File: src/rtl/pipe_ctrl_pkg.sv
// Shared types and constants for the pipeline hazard controller.
// Holds the sequencer state enum, register width, NOP encoding and a sizing helper.
package pipe_ctrl_pkg;

   localparam int REG_W = 5;

   localparam logic [31:0] NOP = 32'h0000_0000;

   typedef enum logic [1:0] {
      RUN      = 2'd0,
      MEM_WAIT = 2'd1,
      ERR      = 2'd2
   } state_t;

   // wait counter must hold MAX_MEM_WAIT and is never narrower than 8 bits
   function automatic int wait_width(input int max_wait);
      int w;
      w = $clog2(max_wait + 1);
      return (w < 8) ? 8 : w;
   endfunction

endpackage

File: src/rtl/sat_counter.sv
// Saturating up-counter with enable and asynchronous active-low clear.
// Ports: clk, clr_n (async clear), en (count enable), count (current value).
module sat_counter #(
   parameter int W = 16
) (
   input  logic         clk,
   input  logic         clr_n,
   input  logic         en,
   output logic [W-1:0] count
);

   always_ff @(posedge clk or negedge clr_n) begin
      if (!clr_n) begin
         count <= '0;
      end else if (en && (count != '1)) begin
         count <= count + 1'b1;
      end
   end

endmodule

File: src/rtl/pipe_hazard_ctrl.sv
// Stall/flush sequencer for the 5-stage pipeline: load-use, branch flush, dmem waits.
// Ports: hazard inputs from ID/EX, branch_taken, dmem_busy; pipeline controls, err, stall_cycles.
module pipe_hazard_ctrl #(
   parameter int REG_W        = pipe_ctrl_pkg::REG_W,
   parameter int MAX_MEM_WAIT = 255,
   parameter int CNT_W        = 16
) (
   input  logic             clk,
   input  logic             reset,
   input  logic             id_ex_memread,
   input  logic [REG_W-1:0] id_ex_rt,
   input  logic [REG_W-1:0] if_id_rs,
   input  logic [REG_W-1:0] if_id_rt,
   input  logic             if_id_uses_rt,
   input  logic             branch_taken,
   input  logic             dmem_busy,
   output logic             pc_write,
   output logic             if_id_stall,
   output logic             if_flush,
   output logic             id_ex_bubble,
   output logic             back_stall,
   output logic             err,
   output logic [CNT_W-1:0] stall_cycles
);

   import pipe_ctrl_pkg::*;

   localparam int WAIT_W = wait_width(MAX_MEM_WAIT);
   localparam logic [WAIT_W-1:0] LIMIT = WAIT_W'(MAX_MEM_WAIT - 1);

   state_t            state, state_n;
   logic [WAIT_W-1:0] wait_cnt, wait_n;
   logic              err_n;

   logic load_use;
   logic in_rst, frz, lu, br, run;

   assign load_use = id_ex_memread
                   & (id_ex_rt != '0)
                   & ((id_ex_rt == if_id_rs)
                     | (if_id_uses_rt & (id_ex_rt == if_id_rt)));

   always_ff @(posedge clk or negedge reset) begin
      if (!reset) begin
         state    <= RUN;
         wait_cnt <= '0;
         err      <= 1'b0;
      end else begin
         state    <= state_n;
         wait_cnt <= wait_n;
         err      <= err_n;
      end
   end

   always_comb begin
      state_n = state;
      wait_n  = wait_cnt;
      err_n   = err;
      unique case (state)
         RUN: begin
            if (dmem_busy) begin
               state_n = MEM_WAIT;
               wait_n  = WAIT_W'(1);
            end
         end
         MEM_WAIT: begin
            if (dmem_busy) begin
               if (wait_cnt >= LIMIT) begin
                  state_n = ERR;
                  err_n   = 1'b1;
               end else begin
                  wait_n = wait_cnt + 1'b1;
               end
            end else begin
               state_n = RUN;
               wait_n  = '0;
            end
         end
         ERR: begin
            state_n = ERR;
            err_n   = 1'b1;
         end
         default: begin
            state_n = RUN;
            wait_n  = '0;
         end
      endcase
   end

   // one-hot priority terms so the decoder below is truly unique
   assign in_rst = ~reset;
   assign frz    = reset & ((state == ERR) | dmem_busy);
   assign lu     = reset & ~frz & load_use;
   assign br     = reset & ~frz & ~load_use & branch_taken;
   assign run    = reset & ~frz & ~load_use & ~branch_taken;

   always_comb begin
      pc_write     = 1'b1;
      if_id_stall  = 1'b0;
      if_flush     = 1'b0;
      id_ex_bubble = 1'b0;
      back_stall   = 1'b0;
      unique case (1'b1)
         in_rst: begin
            pc_write     = 1'b0;
            id_ex_bubble = 1'b1;
         end
         frz: begin
            pc_write    = 1'b0;
            if_id_stall = 1'b1;
            back_stall  = 1'b1;
         end
         lu: begin
            pc_write     = 1'b0;
            if_id_stall  = 1'b1;
            id_ex_bubble = 1'b1;
         end
         br: begin
            if_flush = 1'b1;
         end
         run: begin
            pc_write = 1'b1;
         end
         default: begin
            pc_write = 1'b1;
         end
      endcase
   end

   sat_counter #(
      .W(CNT_W)
   ) u_stall_cnt (
      .clk  (clk),
      .clr_n(reset),
      .en   (~pc_write),
      .count(stall_cycles)
   );

endmodule

File: config.mk
export PLATFORM = sky130hd
export DESIGN_NAME = pipe_hazard_ctrl
export DESIGN_NICKNAME = d
export VERILOG_FILES = /design/src/rtl/pipe_ctrl_pkg.sv /design/src/rtl/sat_counter.sv /design/src/rtl/pipe_hazard_ctrl.sv
export SDC_FILE = /design/constraint.sdc
export NUM_CORES = 1
export LEC_CHECK = 0
export CORE_MARGIN = 5
export CORE_UTILIZATION = 52
export CTS_CLUSTER_DIAMETER = 120
export DETAILED_ROUTE_END_ITERATION = 12
export GPL_TIMING_DRIVEN = 0
export PLACE_DENSITY = 0.87
export SYNTH_ARGS = -nofsm -noshare
export SYNTH_HDL_FRONTEND = slang
export SYNTH_SLANG_ARGS = --single-unit
File: constraint.sdc
create_clock -name clk -period 5.5 [get_ports clk]
set_clock_uncertainty 0.15 [all_clocks]
set_input_delay 0.825 -clock clk [delete_from_list [all_inputs] [get_ports clk]]
set_output_delay 0.825 -clock clk [all_outputs]
set_load 0.03 [all_outputs]
==> results.cfg, run 1 <==
[status]
status = complete, no violations

[sta]
tightest_slew_ns = 0.648
setup_ws_ns = 1.26
min_period_over_period_pct = 77.2
max_clock_freq_mhz = 236
hold_violations = 0
max_slew_margin_pct = 56.8
min_period_ns = 4.24
setup_violations = 0
rsz0062_at_grt = no
final.setup.tns_ns = 0
finalMaxSlewViolations = 0

[yosys]
synth_area_leaders = dfrtp_1 42%, xor2_1 11%, nand2_1 4.5%, nor2_1 2.8%, o22ai_1 2.7%
synth_fp_nets = 186
dominantRegCellSynth = dfrtp_1
syn_avg_cell_area_um2 = 9.88
synth_common_cells = 27 x dfrtp_1, 20 x xor2_1, 19 x nand2_1, 12 x nor2_1, 8 x nand3_1
syn-instance-count = 162
synthXorXnorAreaFrac_pct = 12.6
synthSimpleGateAreaFrac_pct = 25.0
ys_seq_area_share_pct = 42.2
synth_fa_ha_area_share_pct = 2.35
synth-edff-count = 0
synth_area_mm2 = 0.00160
synth_compound_area_share_pct = 12.4
synth_top_area_share_pct = 42.2
yosysTopAreaCell = dfrtp_1
ys_seq_elements = 27
synth_top_family_by_area = simple AND/OR/NAND/NOR gates
ys_warn_count = 0
yosysMostFrequentCell = dfrtp_1
ys_types = 39
muxShareOfSynthArea_pct = 2.81
synth-async-reset-ratio_pct = 100

[finish]
final_nets = 233
fin_util_pct = 69.5
n_antenna_cell = 0
syn_to_final_growth_pct = 30.4
design_area_mm2 = 0.00209
regArea_um2 = 676
nFillCells = 227
multi_input_area_um2 = 883
drive_gt1_share_pct = 11.1

[setup_path]
crit_path_max_fanout = 10
startpoint = id_ex_rt[1]
setup.worst_path.end = if_flush
rrSetupSlack_ns = 3.01
r2r_cells = 6
crit_path_end_kind = output pin
critical_path_required_ns = 4.53
reg2reg_to = u_stall_cnt.count[1]
critPathKind = primary input to output pin
start_kind = primary input
r2r_start = u_stall_cnt.count[0]
cp_data_arrival_time_ns = 3.27

[placement]
dpl.hpwl_mm = 3.06
place_area_mm2 = 0.00206
place_congestion = 0.899
io_buffers = 42
dp_slack_ns = 0.730

[grt]
grt_pass1_vias = 1441
antenna_found_initial = 0
grt_max_degree = 33
gr-usage-all-layers_pct = 19.0
grt_busiest_layer = met2
grt_first_pass_wirelength_mm = 6.46
use_met2_pct = 38.4
met1_usage_pct = 19.9
overflow = 0
met3_usage_pct = 2.74

[floorplanning]
coreArea_mm2 = 0.00300
die_area_mm2 = 0.00429
start_util_pct = 53.3
die_w_um = 65.5
io_pins = 43
fp-row-count = 20
die_height_um = 65.5

[drt]
ant_nets = 0
routedWlPerCell_um = 15.6
dr.pass1.iters = 4
drc_errors = 0
drt-initial-drc-count = 50
avgViaCountPerCell = 5.76
vias = 1388
wirelength_mm = 3.75

[clock_network]
root_buffer = clkbuf_4
cts_made_buffers = 3
clock_path_buffers = 2
clk_latency_ns = 0.32
cts_resized = 0
cts_setup_buffers = 0
ctsHoldBuffers = 0
tritoncts = yes
htree_levels = 1
cts_sinks = 27
clk_pin_slew_worst_paths_ns = 0.15

[min_path]
hold_path.class = flop to flop

[pwr]
powerDensity_mw_per_mm2 = 307
power.leakage_nw = 0.859
max-vdd-ir-drop_mv = 0.122

[flow_run]
drv_cap = 0
-- power breakdown --
group          switching (mW)  internal, mW
logic                   0.148         0.121
registers              0.0469         0.235
clock network          0.0618        0.0278
-- through the flow --
stage	hold slack, ns	instances	power [mW]
5_1_grt	0.383	241	0.675
2_1_floorplan	0.364	162	0.435
6_report	0.345	241	0.640
3_5_place_dp	0.320	237	0.556
3_3_place_gp	0.300	237	0.543
4_1_cts	0.355	241	0.645
-- cell families (layout without fill, tap and decap cells) --
logic type                 after synthesis  in the layout
xor gates and xnor gates                23             23
buffers and inverters                    7             53
muxes                                    4              4
and+or+nand+nor                         70             70
DFF                                     27             27
adders and majority gates                3              3
AOI/OAI and AO/OA                       28             28
-- critical path, stage by stage --
cell and delay (ns):
clkdlybuf4s50_1 0.47, or4_1 0.56, o21ai_1 0.16, o21ba_1 0.17, buf_6 0.14, buf_6 0.15, and2_1 0.13, clkdlybuf4s50_1 0.66
-- how the worst min path moves through the flow --
stage / slack [ns] / depth (start not counted) / from / to
6_report: 0.34 / 1 / err / err
4_1_cts: 0.35 / 1 / err / err
5_1_grt: 0.38 / 1 / reset / u_stall_cnt.count[5]
3_5_place_dp: 0.32 / 1 / err / err
2_1_floorplan: 0.36 / 1 / state[0] / state[1]
3_3_place_gp: 0.30 / 1 / err / err
-- routing by layer --
layer	share of wire [%]	vias up
li1	-	673
met3	3.3	10
met2	56	40
met1	38	665
met5	0	-
met4	1.9	0
-- placed cells by master (no fill, tap or decap), types with 2 or more instances in the layout --
master	instances
nand2b_1	2
clkbuf_1	2
o21ai_0	5
nor4_2	3
xnor2_1	3
nor3_1	2
mux2_1	3
nor2_1	12
nand2_1	19
a21boi_0	2
clkdlybuf4s50_1	41
buf_6	2
and3_1	3
o22ai_1	7
nand3_1	8
nand4_1	5
dfrtp_1	27
a21oi_1	2
inv_1	3
nor4b_2	2
a31oi_1	2
clkbuf_4	3
or2_2	4
nor3_2	4
xor2_1	20
nor2b_1	3
ha_1	3
-- state kept, by name, indices dropped and copies added (netlist names) --
name	cells
err	1
wait_cnt	8
u_stall_cnt.count	16
state	2
-- area by class of cell --
cell class | count | share of cell area (%)
Clock inverter | 1 | 0.360
Tap cell | 33 | 1.98
Buffer | 4 | 1.44
Timing Repair Buffer | 42 | 19.9
Multi-Input combinational cell | 128 | 42.3
Sequential cell | 27 | 32.4
Inverter | 3 | 0.540
Clock buffer | 3 | 1.08
Power figures use the tool's default switching activity.
==> run 2: changes to the inputs <==
--- a/config.mk
+++ b/config.mk
@@ -6,11 +6,11 @@
 export NUM_CORES = 1
 export LEC_CHECK = 0
 export CORE_MARGIN = 5
-export CORE_UTILIZATION = 52
+export CORE_UTILIZATION = 43
 export CTS_CLUSTER_DIAMETER = 120
 export DETAILED_ROUTE_END_ITERATION = 12
 export GPL_TIMING_DRIVEN = 0
-export PLACE_DENSITY = 0.87
+export PLACE_DENSITY = 0.77
 export SYNTH_ARGS = -nofsm -noshare
 export SYNTH_HDL_FRONTEND = slang
 export SYNTH_SLANG_ARGS = --single-unit
==> constraint.sdc (replaced) <==
create_clock -name clk -period 3.6 [get_ports clk]
set_clock_uncertainty 0.15 [all_clocks]
set_input_delay 0.54 -clock clk [delete_from_list [all_inputs] [get_ports clk]]
set_output_delay 0.54 -clock clk [all_outputs]
set_load 0.03 [all_outputs]
==> results.cfg, run 2 (same netlist as run 1, synthesis figures left out) <==
[clock_network]
ctsHoldBuffers = 0
root_buffer = clkbuf_8
cts_made_buffers = 3
clock_path_buffers = 2
htree_levels = 1
tritoncts = yes
clk_pin_slew_worst_paths_ns = 0.09
cts_setup_buffers = 0
cts_sinks = 27
clk_latency_ns = 0.26

[sta]
setup_ws_ns = 0.173
final.setup.tns_ns = 0
tightest_slew_ns = 0.740
rsz0062_at_grt = no
setup_violations = 0
finalMaxSlewViolations = 0
min_period_over_period_pct = 95.2
max_slew_margin_pct = 50.6
hold_violations = 0
min_period_ns = 3.43
max_clock_freq_mhz = 292

[drt]
dr.pass1.iters = 4
drt-initial-drc-count = 33
routedWlPerCell_um = 13.6
avgViaCountPerCell = 5.34
vias = 1367
ant_nets = 0
drc_errors = 0
wirelength_mm = 3.47

[setup_path]
crit_path_max_fanout = 10
startpoint = id_ex_rt[1]
crit_path_end_kind = output pin
cp_cell_sequence = clkdlybuf4s50_1 -> or4_1 -> o21ai_1 -> o21ba_1 -> buf_6 -> buf_6 -> and2_1 -> dlygate4sd2_1
critical_path_required_ns = 2.91
cpMostUsedCell = buf_6
critPathKind = primary input to output pin
cp_data_arrival_time_ns = 2.74
crit_path_top_delay_cell = or4_1
max_stage_delay_ns = 0.56
r2r_start = u_stall_cnt.count[0]
start_kind = primary input

[finish]
final_nets = 233
layout_common_cells = 37 x clkdlybuf4s50_1, 27 x dfrtp_1, 20 x xor2_1
largest_reg_flops = 16
n_antenna_cell = 0
largest_register = u_stall_cnt.count
drive_gt1_share_pct = 10.6
syn_to_final_growth_pct = 33.1
layout_commonest_cell = clkdlybuf4s50_1
largestRegisters = u_stall_cnt.count (16), wait_cnt (8), state (2)

[pwr]
p_switching_mw = 0.380
seqPwrFrac_pct = 42.9
p_comb_share_pct = 40.3
clkPwrFrac_pct = 16.8
power.leakage_nw = 0.898
max-vdd-ir-drop_mv = 0.212
sw_frac_of_total_pct = 37.9
power.total_mw = 1.00
powerDensity_mw_per_mm2 = 470
p_int_mw = 0.621

[status]
status = complete, no violations

[placement]
dpl.hpwl_mm = 2.62
place_congestion = 0.836
io_buffers = 42
dp_slack_ns = -0.630

[floorplanning]
die_height_um = 71.0
die_area_mm2 = 0.00504
io_pins = 43
coreArea_mm2 = 0.00363
fp-row-count = 22
die_w_um = 71.0
start_util_pct = 44.0

[min_path]
hold_path.class = primary input to asynchronous set/reset pin

[grt]
overflow = 0
antenna_found_initial = 0
grt_max_degree = 33
grt_first_pass_wirelength_mm = 5.85
gr-usage-all-layers_pct = 13.8
grt_pass1_vias = 1277

[flow_run]
drv_cap = 0
run 2: per-stage QoR:
step	cells	utilization, %	hold slack [ns]	cell area [um^2]
after global routing	256	58.6	0.333	2130
after floorplan	162	-	0.0944	1600
after global placement	252	57.3	0.311	2080
final	256	58.6	0.270	2130
after CTS	256	58.5	0.296	2120
after detailed placement	252	57.3	0.308	2080
run 2: layout make-up:
class	count	area (um^2)
buffer	4	30.0
clock buffer	4	45.0
fill	332	1500
inverter	3	11.3
multi-input combinational	128	883
sequential	27	676
tap	48	60.1
timing repair buffer	42	424
run 2: power by group through the flow:
stage	combinational [mW]	clock [mW]	sequential (mW)
3_5_place_dp	0.409	0	0.435
2_1_floorplan	0.141	0	0.524
6_report	0.404	0.168	0.429
5_1_grt	0.438	0.192	0.440
3_3_place_gp	0.403	0	0.433
4_1_cts	0.409	0.178	0.429
run 2: path summary, 6_finish.rpt:
kind / to / cells past startpoint / slack (ns)
worst max-delay path: if_flush / 8 / 0.17
worst min-delay path: wait_cnt[2] / 1 / 0.27
worst max register to register: u_stall_cnt.count[1] / 6 / 1.12
worst min register to register: err / 1 / 0.32
max in group asynchronous: u_stall_cnt.count[2] / 1 / 2.56
min in group clk: err / 1 / 0.32
run 2: critical path: cells and delay by family:
family	cells	cell delay (ns)
AND/OR/NAND/NOR	2	0.68
buffers and inverters	4	1.17
AO/OA/AOI/OAI	2	0.35
run 2: layer usage:
layer	GRT usage [%]	up-vias	part of all wire, %
met2	21.9	35	44
met4	3.76	0	0.84
met1	19.0	656	49
met3	3.13	2	5.5
li1	-	674	-
met5	0	-	0
run 2: what timing repair did:
action,4_1_cts,5_1_grt
endpoints found under the setup margin,5,2
hold endpoints to repair,0,0
gates resized for setup,5,2
==> run 3: changes to the inputs <==
--- a/config.mk
+++ b/config.mk
@@ -11,6 +11,7 @@
 export DETAILED_ROUTE_END_ITERATION = 12
 export GPL_TIMING_DRIVEN = 0
 export PLACE_DENSITY = 0.77
+export RECOVER_POWER = 100
 export SYNTH_ARGS = -nofsm -noshare
 export SYNTH_HDL_FRONTEND = slang
 export SYNTH_SLANG_ARGS = --single-unit
==> results.cfg, run 3 (same netlist as run 1, synthesis figures left out) <==
[status]
status = complete, no violations

[sta]
min_period_over_period_pct = 94.6
max_slew_margin_pct = 50.6
hold_violations = 0
holdWs_ns = 0.270
rsz0062_at_grt = no
setup_violations = 0
tightest_slew_ns = 0.742
max_clock_freq_mhz = 294
min_period_ns = 3.41
finalMaxSlewViolations = 0

[drt]
dr.pass1.iters = 5
wirelength_mm = 3.48
drt-initial-drc-count = 35
avgViaCountPerCell = 5.32
routedWlPerCell_um = 13.6
ant_nets = 0
vias = 1361
drc_errors = 0

[floorplanning]
die_area_mm2 = 0.00504
die_height_um = 71.0
fp-row-count = 22
start_util_pct = 44.0
io_pins = 43
coreArea_mm2 = 0.00363
die_w_um = 71.0

[pwr]
power.leakage_nw = 0.866
max-vdd-ir-drop_mv = 0.208
powerDensity_mw_per_mm2 = 470
power.total_mw = 0.970

[grt]
grt_first_pass_wirelength_mm = 5.85
gr-usage-all-layers_pct = 13.8
grt_pass1_vias = 1277
overflow = 0
antenna_found_initial = 0
grt_max_degree = 33

[clock_network]
clk_latency_ns = 0.26
cts_resized = 5
tritoncts = yes
clk_pin_slew_worst_paths_ns = 0.09
clock_path_buffers = 2
cts_setup_buffers = 0
ctsHoldBuffers = 0
cts_sinks = 27
htree_levels = 1
cts_made_buffers = 3
root_buffer = clkbuf_8

[setup_path]
cp_data_arrival_time_ns = 2.72
r2r_start = u_stall_cnt.count[0]
crit_path_end_kind = output pin
start_kind = primary input
rrSetupSlack_ns = 1.27
r2r_cells = 6
crit_path_max_fanout = 10
critPathKind = primary input to output pin
critical_path_required_ns = 2.91
reg2reg_to = u_stall_cnt.count[1]

[finish]
layout_commonest_cell = dfrtp_1
syn_to_final_growth_pct = 29.1
nFillCells = 340
stdcell_count = 256
drive_gt1_share_pct = 6.73
final_nets = 233
largest_reg_flops = 16
fin_util_pct = 56.9
largest_register = u_stall_cnt.count
n_antenna_cell = 0
largestRegisters = u_stall_cnt.count (16), wait_cnt (8), state (2)
layout_common_cells = 27 x dfrtp_1, 20 x xor2_1, 19 x nand2_1, 19 x dlygate4sd3_1, 18 x clkdlybuf4s50_1

[placement]
dpl.hpwl_mm = 2.62
placedCellCount = 252
place_congestion = 0.836
io_buffers = 42

[flow_run]
drv_cap = 0

[min_path]
hold_path.class = primary input to asynchronous set/reset pin
## run 3: worst max path at each step
stage	start	to	slack, ns	cells past startpoint
after floorplan	id_ex_rt[3]	if_id_stall	0.82	5
after global placement	reset	if_flush	-0.60	7
after detailed placement	reset	if_flush	-0.63	7
after CTS	id_ex_rt[3]	id_ex_bubble	0.01	7
after global routing	id_ex_rt[1]	if_flush	0.06	8
final	id_ex_rt[1]	if_flush	0.19	8
## run 3: cell type report
| class | instances | area [um^2] | share of cell area, % |
|---|---|---|---|
| plain buffers | 4 | 30.0 | 1.45 |
| clock buffers | 4 | 45.0 | 2.18 |
| inverters | 3 | 11.3 | 0.545 |
| multi-input cells | 128 | 837 | 40.5 |
| flip-flops and latches | 27 | 676 | 32.7 |
| well taps | 48 | 60.1 | 2.91 |
| repair buffers | 42 | 407 | 19.7 |
## run 3: stage by stage
step	TNS (ns)	cell area [um^2]	setup WS [ns]
finish	0	2070	0.195
global route	0	2070	0.0612
CTS	0	2120	0.0138
detailed placement	-1.40	2080	-0.630
global placement	-1.29	2080	-0.596
floorplan	0	1600	0.817
## run 3: power by group
| group | total [mW] | switching (mW) | internal [mW] |
|---|---|---|---|
| Combinational | 0.376 | 0.216 | 0.161 |
| Sequential | 0.427 | 0.0680 | 0.359 |
| Clock | 0.167 | 0.0884 | 0.0791 |
| Total | 0.970 | 0.372 | 0.598 |
## run 3: worst max-delay path: stages
cell and delay, ns:
clkdlybuf4s50_1 0.47, or4_1 0.56, o21ai_1 0.18, o21ba_1 0.17
buf_6 0.14, buf_6 0.14, and2_1 0.12, dlygate4sd2_1 0.39
## run 3: per-layer routing
| layer | up-vias | share of wire (%) | track usage (%) |
|---|---|---|---|
| met5 | - | 0 | 0 |
| met4 | 0 | 0.83 | 3.76 |
| met3 | 2 | 5.0 | 3.13 |
| met2 | 34 | 45 | 21.9 |
| met1 | 654 | 49 | 19.0 |
| li1 | 671 | - | - |
